`config.mk`:
```
export PLATFORM = sky130hd
export DESIGN_NAME = mdu
export DESIGN_NICKNAME = d
export VERILOG_FILES = /design/src/rtl/mdu_pkg.sv /design/src/rtl/mdu_div_core.sv /design/src/rtl/mdu.sv
export SDC_FILE = /design/constraint.sdc
export NUM_CORES = 1
export LEC_CHECK = 0
export CORE_ASPECT_RATIO = 0.9
export CORE_UTILIZATION = 55
export CTS_CLUSTER_DIAMETER = 150
export CTS_CLUSTER_SIZE = 28
export DETAILED_ROUTE_END_ITERATION = 12
export PLACE_DENSITY = 0.76
export RECOVER_POWER = 50
export SLEW_MARGIN = 25
export SYNTH_ARGS = -nofsm -noshare
export SYNTH_HDL_FRONTEND = slang
export SYNTH_SLANG_ARGS = --single-unit
```
`constraint.sdc`:
```
create_clock -name clk -period 9.27 [get_ports clk]
set_input_delay 1.854 -clock clk [delete_from_list [all_inputs] [get_ports clk]]
set_output_delay 1.854 -clock clk [all_outputs]
set_load 0.005 [all_outputs]
```
`src/rtl/mdu_pkg.sv`:
```
// Shared definitions for the MIPS-style multiply/divide unit: op codes, FSM states,
// iteration count and the divide-by-zero quotient.
package mdu_pkg;

    typedef enum logic [2:0] {
        OP_MULT  = 3'd0,
        OP_MULTU = 3'd1,
        OP_DIV   = 3'd2,
        OP_DIVU  = 3'd3,
        OP_MTHI  = 3'd4,
        OP_MTLO  = 3'd5,
        OP_RSV6  = 3'd6,
        OP_RSV7  = 3'd7
    } op_e;

    typedef enum logic {
        IDLE = 1'b0,
        RUN  = 1'b1
    } state_e;

    localparam int          ITER_CYCLES = 32;
    localparam int          CNT_W       = $clog2(ITER_CYCLES);
    localparam logic [CNT_W-1:0] CNT_LAST = CNT_W'(ITER_CYCLES - 1);
    localparam logic [31:0] DIV0_QUOT   = 32'hFFFF_FFFF;

    // Magnitude of v when it is to be read as two's complement, otherwise v unchanged.
    function automatic logic [31:0] mag(input logic [31:0] v, input logic is_signed);
        return (is_signed && v[31]) ? -v : v;
    endfunction

endpackage

```
`src/rtl/mdu_div_core.sv`:
```
// Unsigned restoring divider, one quotient bit per clock over ITER_CYCLES cycles.
// quotient/remainder are valid only while done is high (the final iteration cycle).
module mdu_div_core
    import mdu_pkg::*;
(
    input  logic        clk,
    input  logic        reset_n,
    input  logic        start,
    input  logic [31:0] dividend,
    input  logic [31:0] divisor,
    output logic [31:0] quotient,
    output logic [31:0] remainder,
    output logic        done
);

    logic             active;
    logic [CNT_W-1:0] cnt;
    logic [31:0]      rem_q, quo_q, div_q;
    logic [32:0]      trial, diff;
    logic             fits;
    logic [31:0]      rem_nx, quo_nx;

    // Shift the next dividend bit into the partial remainder and keep the subtraction
    // only when it does not go negative. rem_q < div_q always, so 32 bits suffice.
    always_comb begin
        trial  = {rem_q, quo_q[31]};
        diff   = trial - {1'b0, div_q};
        fits   = ~diff[32];
        rem_nx = fits ? diff[31:0] : trial[31:0];
        quo_nx = {quo_q[30:0], fits};
    end

    assign quotient  = quo_nx;
    assign remainder = rem_nx;
    assign done      = active && (cnt == CNT_LAST);

    // NOTE: sequential state uses non-blocking assignments so every register samples
    // pre-edge values, independent of statement order.
    always_ff @(posedge clk or negedge reset_n) begin
        if (!reset_n) begin
            active <= 1'b0;
            cnt    <= '0;
            rem_q  <= '0;
            quo_q  <= '0;
            div_q  <= '0;
        end else if (start) begin
            active <= 1'b1;
            cnt    <= '0;
            rem_q  <= '0;
            quo_q  <= dividend;
            div_q  <= divisor;
        end else if (active) begin
            rem_q  <= rem_nx;
            quo_q  <= quo_nx;
            cnt    <= cnt + 1'b1;
            if (done) active <= 1'b0;
        end
    end

endmodule

```
`src/rtl/mdu.sv`:
```
// Multiply/divide unit owning HI/LO: iterative shift-add multiply, restoring divide.
// Define MDU_FAST_MULT_EN to replace the iterative multiply with a single-cycle one.
module mdu
    import mdu_pkg::*;
(
    input  logic        clk,
    input  logic        reset_n,
    input  logic        start,
    input  logic [2:0]  op,
    input  logic [31:0] A,
    input  logic [31:0] B,
    output logic        busy,
    output logic        done,
    output logic [31:0] HI,
    output logic [31:0] LO
);

    state_e           state, state_nx;
    logic [CNT_W-1:0] cnt;
    op_e              op_in, op_q;
    logic             accept, iter_op, is_mult_q, last;
    logic             neg_q, a_neg_q, b_zero_q;
    logic [31:0]      mcand_q;
    logic [63:0]      prod_q, prod_step, prod_fin, mul_res;
    logic [32:0]      sum;
    logic [31:0]      quotient, remainder, q_fix, r_fix;
    logic             div_start, div_done;

    assign op_in     = op_e'(op);
    assign accept    = start && !busy;
    assign iter_op   = (op_in == OP_MULT) || (op_in == OP_MULTU) ||
                       (op_in == OP_DIV)  || (op_in == OP_DIVU);
    assign is_mult_q = (op_q == OP_MULT) || (op_q == OP_MULTU);
    assign last      = (cnt == CNT_LAST);
    assign div_start = accept && ((op_in == OP_DIV) || (op_in == OP_DIVU));

    mdu_div_core u_div (
        .clk       (clk),
        .reset_n   (reset_n),
        .start     (div_start),
        .dividend  (mag(A, op_in == OP_DIV)),
        .divisor   (mag(B, op_in == OP_DIV)),
        .quotient  (quotient),
        .remainder (remainder),
        .done      (div_done)
    );

    always_ff @(posedge clk or negedge reset_n) begin
        if (!reset_n) state <= IDLE;
        else          state <= state_nx;
    end

    // NOTE: a default assignment first keeps every path assigned, so no latch is inferred.
    always_comb begin
        state_nx = state;
        case (state)
            IDLE: if (accept && iter_op) state_nx = RUN;
            RUN:  if (last)              state_nx = IDLE;
            default:                     state_nx = IDLE;
        endcase
    end

    always_comb begin
        busy = (state == RUN);
    end

    // Radix-2 shift-add on magnitudes: multiplier sits in prod_q[31:0] and is
    // consumed LSB-first while the partial product grows into the upper half.
    always_comb begin
        sum       = {1'b0, prod_q[63:32]} + (prod_q[0] ? {1'b0, mcand_q} : 33'd0);
        prod_step = {sum, prod_q[31:1]};
`ifdef MDU_FAST_MULT_EN
        prod_fin  = {32'd0, mcand_q} * {32'd0, prod_q[31:0]};
`else
        prod_fin  = prod_step;
`endif
        mul_res   = neg_q ? -prod_fin : prod_fin;
        q_fix     = b_zero_q ? DIV0_QUOT : (neg_q ? -quotient : quotient);
        r_fix     = a_neg_q ? -remainder : remainder;
    end

    always_ff @(posedge clk or negedge reset_n) begin
        if (!reset_n) begin
            HI       <= '0;
            LO       <= '0;
            done     <= 1'b0;
            cnt      <= '0;
            op_q     <= OP_MULT;
            neg_q    <= 1'b0;
            a_neg_q  <= 1'b0;
            b_zero_q <= 1'b0;
            mcand_q  <= '0;
            prod_q   <= '0;
        end else begin
            done <= 1'b0;
            if (accept) begin
                case (op_in)
                    OP_MTHI: HI <= A;
                    OP_MTLO: LO <= A;
                    OP_MULT, OP_MULTU: begin
                        op_q    <= op_in;
                        neg_q   <= (op_in == OP_MULT) && (A[31] ^ B[31]);
                        mcand_q <= mag(A, op_in == OP_MULT);
                        prod_q  <= {32'd0, mag(B, op_in == OP_MULT)};
`ifdef MDU_FAST_MULT_EN
                        cnt     <= CNT_LAST;
`else
                        cnt     <= '0;
`endif
                    end
                    OP_DIV, OP_DIVU: begin
                        op_q     <= op_in;
                        neg_q    <= (op_in == OP_DIV) && (A[31] ^ B[31]);
                        a_neg_q  <= (op_in == OP_DIV) && A[31];
                        b_zero_q <= (B == 32'd0);
                        cnt      <= '0;
                    end
                    default: ;
                endcase
            end else if (state == RUN) begin
                cnt <= cnt + 1'b1;
                if (is_mult_q) prod_q <= prod_step;
                if (is_mult_q && last) begin
                    {HI, LO} <= mul_res;
                    done     <= 1'b1;
                end else if (!is_mult_q && div_done) begin
                    HI   <= r_fix;
                    LO   <= q_fix;
                    done <= 1'b1;
                end
            end
        end
    end

endmodule

```
After elaboration in Yosys (flattened, before gate mapping)
Index checks and enable logic that the tools add are counted.

Bits in registers: 275. Logic and storage cells: 122. Output and inout port bits: 66. Bits of input ports: 70.

Reduce and logical (&&, ||, !) cells: 38. Equality and inequality tests: 12. Multiplexer cells: 44. Bitwise gates (word level): 3. Add/sub/neg operators: 9.

Operators with widths (count): 32-bit 2-to-1 mux (23); 64-bit 2-to-1 mux (5); 32-bit negator (4); 64-bit negator (1); 32-bit by 32-bit adder with 33-bit output (1); 33-bit by 32-bit subtractor with 33-bit output (1); 32-bit zero test (1); 5-bit 2-to-1 mux (5); 1-bit logical AND (12); 5-bit by 1-bit adder with 5-bit output (second input constant) (2); 5-bit equality test (second input constant) (2); 2-bit AND reduction (5); 1-bit 2-to-1 mux (9); 3-bit AND reduction (3); 2-bit nonzero test (4); 3-bit by 1-bit equality test with 1-bit output (second input constant) (2); 3-bit by 2-bit equality test with 1-bit output (second input constant) (2); 3-bit equality test (second input constant) (2); 3-bit zero test (2); 2-bit by 1-bit != test with 1-bit output (second input constant) (3); 1-bit logical OR (5); 1-bit case mux with 2 select lines (2); 2-bit OR reduction (2); 4-bit OR reduction (1); other kinds (5) (7).

Depth between registers and ports, before layout
Gate-level depths: netlist (run 1).

Depth after elaboration: 9. Mapped depth: 27. Mapped depth without buffers: 24.

Hierarchy
A second synthesis (run 1) with hierarchy kept.

Cell total of the unflattened synthesis: 2781. Area, all modules: 21999.8 µm².

By module, submodules not included: mdu (cells each 1950, area an instance 14923.1 µm², times used 1, seq. area each 4304.1 µm²); mdu_div_core (cells each 831, area an instance 7076.8 µm², times used 1, seq. area each 2552.4 µm²).

Least setup slack after synthesis (run 1)
Ideal clock, no wire load.

Path kind: register -> register. Start point: reg u_div.rem_q[24]. End point: reg HI[22]. Slack: 3.434 ns. Data arrival time: 5.715 ns. Cell stages (with the launch flop): 26. Buffers on the path: 4. Clock period less this slack: 5.836 ns. Data required time: 9.149 ns. Library setup time: 0.121 ns. Cell sequence: dfrtp_1 ha_1 clkbuf_1 a21oi_1 nor2_1 a211oi_1 nand4_1 a221o_1 nor3_1 nor2_1 inv_1 buf_2 buf_2 buf_1 o21ai_0 inv_1 ha_1 o2111ai_1 or3_1 nor4bb_1 nand3b_1 mux2_2 o41ai_1 xnor2_1 nand3_1 a22o_1.

Longest elaborated chain between the ends: 8.

Ends and longest elaborated chain: start, declared (RTL line mdu_div_core.sv:18) `logic [31:0] rem_q, quo_q, div_q;`; start signal, assigned (RTL line mdu_div_core.sv:53) `rem_q <= rem_nx;`; 33-bit by 32-bit subtractor with 33-bit output * (RTL line mdu_div_core.sv:27) `diff = trial - {1'b0, div_q};`; 32-bit 2-to-1 mux * (RTL line mdu_div_core.sv:29) `rem_nx = fits ? diff[31:0] : trial[31:0];`; 32-bit negator (RTL line mdu.sv:79) `r_fix = a_neg_q ? -remainder : remainder;`; 32-bit 2-to-1 mux * (RTL line mdu.sv:79); 32-bit 2-to-1 mux * (RTL line mdu.sv:126) `end else if (!is_mult_q && div_done) begin`; 32-bit 2-to-1 mux * (RTL line mdu.sv:123) `if (is_mult_q && last) begin`; 32-bit 2-to-1 mux * (RTL line mdu.sv:120) `end else if (state == RUN) begin`; 32-bit 2-to-1 mux * (RTL line mdu.sv:96) `if (accept) begin`; end signal, assigned (RTL line mdu.sv:124) `{HI, LO} <= mul_res;`; end signal, assigned (RTL line mdu.sv:127) `HI <= r_fix;`; end, declared (RTL line mdu.sv:14) `output logic [31:0] HI,`.

Mark *: on every way between the ends. The rest lies on a longest branch, timed or not. The select of a mux whose other input is x is not followed. A chain may end at the register's enable or synchronous reset.

Final worst setup path (run 1)
Start point: reg u_div.quo_q[31]. End point: reg HI[22].

Longest elaborated chain between the ends: 8.

Ends and longest elaborated chain: start, declared (RTL line mdu_div_core.sv:18); start signal, assigned (RTL line mdu_div_core.sv:50) `quo_q <= dividend;`; start signal, assigned (RTL line mdu_div_core.sv:54) `quo_q <= quo_nx;`; 33-bit by 32-bit subtractor with 33-bit output (RTL line mdu_div_core.sv:27); 32-bit 2-to-1 mux * (RTL line mdu_div_core.sv:29); 32-bit negator (RTL line mdu.sv:79); 32-bit 2-to-1 mux * (RTL line mdu.sv:79); 32-bit 2-to-1 mux * (RTL line mdu.sv:126); 32-bit 2-to-1 mux * (RTL line mdu.sv:123); 32-bit 2-to-1 mux * (RTL line mdu.sv:120); 32-bit 2-to-1 mux * (RTL line mdu.sv:96).

Marks and branches as above.

==> summary.txt, run 1 <==
Run status
  – Outcome: finished, violations left
  – Failing checks: max-capacitance violations, max-slew violations

Synthesis
  – Synth cell types: between 80 and 90
  – Synthesized Nets: 2902
  – Top cells by area, synth: dfrtp_1, nand2_1, xnor2_1
  – Top cell type's share of synthesized area: 31.81%
  – Cell count after synthesis: between 2k and 3k
  – Mapped Avg Cell Area: 7.818 µm²
  – Dominant cell type by area after synthesis: dfrtp_1
  – Post-synth EDFFs: 0
  – Top post-synthesis cells by count: nand2_1, o21ai_0, dfrtp_1
  – Sequential fraction of the synthesis area: 31.81%
  – Most common cell in the netlist: nand2_1
  – Asr flop ratio synth: between 90% and 100%
  – Synthesis Warnings: 0
  – #FFs+latches synth: between 200 and 300
  – Main synth FF type: dfrtp_1
  – Syn Std Cell Area: around 22000 µm²

Setup path
  – Max FO, Critical Path: 42
  – Cell mode on critical path: inv_1
  – Slowest CP cell: o41ai_1
  – Crit path arrival time: 7.39 ns
  – WP data required: 9.69 ns
  – Delay of the slowest cell on the worst path: ~0.55 ns
  – Reg2Reg Depth: 26
  – Crit end category: register
  – Worst Setup Start Kind: register
  – CP Class: register to register

Routing
  – First drt pass iteration count: 6
  – Via count: 21.78k
  – Vias per std cell: approximately 6.6
  – Drt wl/cell: 25.63 µm
  – Routed wire length: 84130 µm
  – Routed Antenna Nets: 0
  – DR DRC count: 0
  – Initial DRC Count: 2813

Power
  – Register share of total power: 24.3%
  – Switch Pwr: 5.478 mW
  – Internal power: 4.569 mW
  – Static Leak: about 9.5 nW
  – Comb pwr share: 68.8%
  – Worst vdd ir: 0.2445 mV
  – Sw frac: 54.53%
  – Cell area power density: approximately 430 nW/µm²
  – Power share of the clock group: 6.8%

Placement
  – Placement Setup Slack: 2.632 ns
  – Count of buffers from port buffering: 135
  – Post-DP Area: around 23000 µm²
  – Final Wtd Congestion: 1.011
  – HPWL after detailed placement: 63660 µm

Timing
  – Period utilization: 75.20%
  – Finish-stage setup viols: 0
  – Setup TNS: 0 ns
  – Hold WS: ~0.48 ns
  – Fin. Hold Viols: 0
  – Minimum clock period: 6.971 ns
  – Final Max Tran Viols: 264
  – Relative slew slack: -164.9%
  – Max Freq: approximately 0.14 GHz
  – Final Skew: 0.03741 ns
  – RSZ-0062 raised after global routing: no
  – Final setup margin: 2.299 ns
  – Worst-Margin Slew: 3.974 ns

Clock network
  – Post-CTS Setup Bufs: 0
  – Number of gates resized after cts: 0
  – Clock Tree Root: clkbuf_16
  – Clk Latency, worst-skew pair: 0.54 ns
  – Maximum clock insertion buffer count: 3
  – CTS clk-pin slew, worst paths: 0.12 ns
  – CTS tree: built
  – Inserted Clock Buffers: 13
  – Clk sinks: 274
  – H-Tree Depth: 1
  – Cts hold-fix bufs: 0

Flow run
  – Max_cap viols: 5

Die
  – IO Pins: around 140
  – Die height: 189.8 µm
  – Cell row count: 68
  – Die area: ~40000 µm²
  – Initial Util: 56.05%
  – Die W: 210.7 µm
  – Core area: 38460 µm²

Global routing
  – Antenna violations before repair: 4
  – First-pass GRT wire length: 126100 µm
  – Gr ovfl total: 0
  – All-layer global routing usage: 41.68%
  – Vias in the first global route: around 20k
  – Largest net degree at the start of global routing: 97

Finish
  – Nets: ~2.9k
  – Share of layout cells above drive strength 1: 3.446%
  – P&R area growth vs syn: 9.016%
  – Diodes inserted: 0
  – Filler cell count in the final layout: around 3.5k
  – Cell area after layout: approximately 23000 µm²
  – Post-layout util: 61.10%

Hold path
  – Hold crit path type: register to register
  – WHS Path Cells: 2
==> worst paths after layout <==
kind                            slack (ns)             end             from
worst max-delay path                  2.30          HI[22]  u_div.quo_q[31]
worst min-delay path                  0.48      mcand_q[2]       mcand_q[2]
worst max register to register        2.30          HI[22]  u_div.quo_q[31]
worst min register to register        0.48      mcand_q[2]       mcand_q[2]
max in group asynchronous             3.15     mcand_q[18]          reset_n
min in group asynchronous             2.70  u_div.div_q[6]          reset_n
==> placed cells by master, fill, tap and decap left out, types with 14 or more instances in the layout <==
cell type / netlist / final
ha_1: 73 / 73
nand3_1: 62 / 61
nor4_1: 23 / 23
clkdlybuf4s50_1: 0 / 111
a21oi_1: 174 / 174
nor3_1: 60 / 59
nor2_1: 253 / 250
o221ai_1: 14 / 14
or3_1: 35 / 35
xor2_1: 117 / 117
o21ai_0: 282 / 282
a21o_1: 17 / 17
nand2b_1: 25 / 24
o211ai_1: 21 / 21
nand4_1: 23 / 23
a211oi_1: 43 / 43
o31ai_1: 31 / 31
xnor2_1: 165 / 165
and3_1: 14 / 14
buf_4: 2 / 24
nand2_1: 392 / 391
a31oi_1: 41 / 41
a221oi_1: 17 / 17
a22oi_1: 32 / 32
dlygate4sd3_1: 0 / 23
and2_1: 45 / 45
inv_1: 65 / 65
or4_1: 18 / 18
mux2i_1: 60 / 60
o41ai_1: 17 / 17
dfrtp_1: 274 / 272
==> power by group through the flow <==
| stage | clock network [mW] | registers, mW | logic (mW) |
|---|---|---|---|
| detailed placement | 0 | 2.43 | 6.73 |
| global route | 0.727 | 2.49 | 7.44 |
| floorplan | 0 | 2.15 | 4.56 |
| finish | 0.685 | 2.45 | 6.92 |
| CTS | 0.690 | 2.42 | 6.77 |
| global placement | 0 | 2.41 | 6.67 |
==> registers in the layout, indices dropped and copies added (netlist names) <==
register      count
u_div.div_q      32
u_div.cnt         5
a_neg_q           1
prod_q           64
u_div.active      1
op_q              2
done              1
b_zero_q          1
neg_q             1
mcand_q          32
HI               32
cnt               5
u_div.quo_q      32
LO               32
u_div.rem_q      32
busy              1
==> cell families (layout without fill, tap and decap cells) <==
kind of cell	after synthesis	in the layout	synth area share, %
xor+xnor	282	282	11.46
simple gates	1021	1021	22.12
flops	274	274	31.81
fa+ha+maj	75	75	4.424
buf+inv	249	249	4.406
mux	64	64	2.995
compound gates	792	792	22.79
==> through the flow <==
step | power, mW | std cells
2_1_floorplan | 6.710 | 2757
3_3_place_gp | 9.083 | 3265
3_5_place_dp | 9.160 | 3265
4_1_cts | 9.873 | 3282
5_1_grt | 10.66 | 3282
6_report | 10.05 | 3282
==> area by class of cell <==
cell class	count	area [µm²]	area share [%]
well taps	525	656.9	2.796
multi-input cells	2234	13810	58.78
inverters	67	251.5	1.070
repair buffers	165	1564	6.656
flip-flops and latches	274	6862	29.20
clock inverters	2	17.52	0.07455
clock buffers	15	332.8	1.416
==> routing by layer <==
layer / part of all wire, % / wire length (µm) / up-vias / track usage [%]
li1: - / - / 9783 / -
met1: 42 / 35000 / 10523 / 58.59
met2: 43 / 36500 / 1267 / 63.25
met3: 11 / 9279 / 202 / 9.013
met4: 3.9 / 3315 / 4 / 14.41
met5: 0.032 / 27 / - / 0
==> critical path, delay by kind of cell (launching register included) <==
family / cells / cell delay (ns)
AOI/OAI and AO/OA: 7 / 2.00
and+or+nand+nor: 9 / 1.94
muxes: 1 / 0.33
buffers and inverters: 5 / 1.08
xor gates and xnor gates: 1 / 0.18
DFF: 1 / 0.47
adders and majority gates: 3 / 0.87
Note: power is estimated with default switching activity, not from simulation.
==> run 2: changes to the inputs <==
- PLACE_DENSITY: 0.76 -> 0.79
- clock period: 9.27 -> 5.8 ns (I/O delays scaled with it)
==> run 2 against run 1 <==
  * The flow still finishes with violations (max-capacitance violations, max-slew violations)
  * First-iteration DRC count up 5.0%
  * Global-route usage about the same
  * Maximum frequency up 29%
  * Routed wire length up 0.13%
  * Sequential share of layout area down 0.36 points
  * Via count up 0.55%
  * Largest power group unchanged
  * Non-clock buffer count up 34
  * Hold slack worse by 0.0034 ns
  * Die area unchanged
  * Sequential power up 58%
==> summary.txt, run 2 (synthesized netlist as in run 1, its figures left out) <==
Die
  – Die W: 210.7 µm
  – Cell row count: between 60 and 70
  – IO Pins: 136
  – Die height: 189.8 µm
  – Core area: 38460 µm²
  – Die area: 39980 µm²
  – Initial Util: 56.05%

Finish
  – Post-Layout Cell Count: about 3.3k
  – Cell area after layout: 23790 µm²
  – Max FFs per register: 64
  – Share of layout cells above drive strength 1: just under 5%
  – Most frequent cells in the layout: nand2_1, o21ai_0, dfrtp_1
  – Commonest non-fill, non-tap cell in the layout: nand2_1
  – Post-layout util: 61.87%
  – P&R area growth vs syn: 10.39%
  – Nets: 2934
  – Reg with most FFs: prod_q

Global routing
  – Gr ovfl total: 0
  – Largest net degree at the start of global routing: 108
  – Antenna violations before repair: 8
  – First-pass GRT wire length: 126200 µm
  – All-layer global routing usage: between 40% and 50%
  – Vias in the first global route: 20.02k

Routing
  – DR DRC count: 0
  – Vias per std cell: 6.602
  – Drt wl/cell: 25.39 µm
  – Via count: 21.90k
  – Routed Antenna Nets: 0
  – Initial DRC Count: 2953
  – First drt pass iteration count: 6
  – Routed wire length: between 80000 and 90000 µm

Setup path
  – Worst Setup Start Kind: register
  – Crit end category: register
  – WP data required: 6.26 ns
  – Max FO, Critical Path: 5
  – Crit path arrival time: 5.87 ns
  – CP Class: register to register

Power
  – Sw frac: 54.42%
  – Switch Pwr: 8.895 mW
  – Internal power: between 7 and 8 mW
  – Total power: 16.35 mW
  – Power share of the clock group: 6.7%
  – Worst vdd ir: 0.3586 mV
  – Register share of total power: 23.6%
  – Cell area power density: 687.0 nW/µm²
  – Comb pwr share: 69.6%
  – Static Leak: 9.687 nW

Clock network
  – Inserted Clock Buffers: 13
  – Post-CTS Setup Bufs: 0
  – Cts hold-fix bufs: 0
  – Clk sinks: approximately 270
  – CTS clk-pin slew, worst paths: between 0.1 and 0.15 ns
  – Maximum clock insertion buffer count: 3
  – CTS tree: built
  – Clock Tree Root: clkbuf_16
  – H-Tree Depth: 1
  – Clk Latency, worst-skew pair: about 0.55 ns
  – Number of gates resized after cts: 0

Placement
  – Post-DP Area: 23430 µm²
  – HPWL after detailed placement: 63940 µm
  – Count of buffers from port buffering: around 140
  – Final Wtd Congestion: 1.006
  – Placement Setup Slack: between 0.02 and 0.025 ns
  – Placed cells: 3299

Timing
  – Fin. Hold Viols: 0
  – Relative slew slack: -102.3%
  – Final setup margin: between 0.3 and 0.4 ns
  – Worst-Margin Slew: 3.034 ns
  – Final Skew: 0.03635 ns
  – Minimum clock period: 5.408 ns
  – Hold WS: 0.4812 ns
  – Period utilization: 93.25%
  – RSZ-0062 raised after global routing: no
  – Final Max Tran Viols: between 200 and 300
  – Max Freq: 0.1849 GHz
  – Setup TNS: 0 ns
  – Finish-stage setup viols: 0

Flow run
  – Max_cap viols: 5

Run status
  – Failing checks: max-capacitance violations, max-slew violations
  – Outcome: finished, violations left

Hold path
  – Hold crit path type: register to register
## run 2: path summary, 6_finish.rpt
kind                                      start              to  slack, ns  cells past startpoint
worst max-delay path            u_div.quo_q[31]          HI[22]       0.39                     23
worst min-delay path                 mcand_q[3]      mcand_q[3]       0.48                      2
worst max register to register  u_div.quo_q[31]          HI[22]       0.39                     23
worst min register to register       mcand_q[3]      mcand_q[3]       0.48                      2
max in group asynchronous               reset_n    u_div.active       1.11                      2
min in group asynchronous               reset_n  u_div.div_q[6]       1.50                      1
## run 2: power by group through the flow
stage | logic [mW] | clock network, mW | registers (mW)
after global routing | 12.2 | 1.17 | 3.94
after detailed placement | 10.9 | 0 | 3.83
after floorplan | 7.29 | 0 | 3.44
after CTS | 11.0 | 1.11 | 3.80
after global placement | 10.8 | 0 | 3.79
final | 11.4 | 1.10 | 3.86
## run 2: critical path: stages (launching register included)
cell and delay (ns):
dfrtp_1 0.43, inv_1 0.06, ha_1 0.20, fa_1 0.41
nand2b_1 0.21, a21boi_2 0.22, o22ai_1 0.17, o41ai_2 0.32
and3_2 0.28, o21a_1 0.18, nor2_4 0.07, inv_1 0.11
o21ai_0 0.14, inv_1 0.08, ha_1 0.24, o2111ai_1 0.17
or3_1 0.43, nor4bb_4 0.36, nand3b_1 0.11, mux2_2 0.32
o41ai_2 0.32, xnor2_1 0.16, nand3_1 0.10, a22o_1 0.21
## run 2: per-layer routing
layer / GRT usage (%) / wire length, µm / part of all wire, % / vias up
li1: - / - / - / 9853
met2: 59.94 / 35030 / 42 / 1244
met5: 0 / 72 / 0.085 / -
met4: 14.72 / 3245 / 3.9 / 12
met1: 61.54 / 36740 / 44 / 10609
met3: 8.683 / 9146 / 11 / 181
## run 2: cell type report
cell class	instances	area, µm²
Multi-Input combinational cell	2234	13870
Antenna cell	1	2.502
Fill cell	3480	14660
Inverter	67	251.5
Clock buffer	15	332.8
Tap cell	525	656.9
Clock inverter	2	17.52
Timing Repair Buffer	199	1798
Sequential cell	274	6862
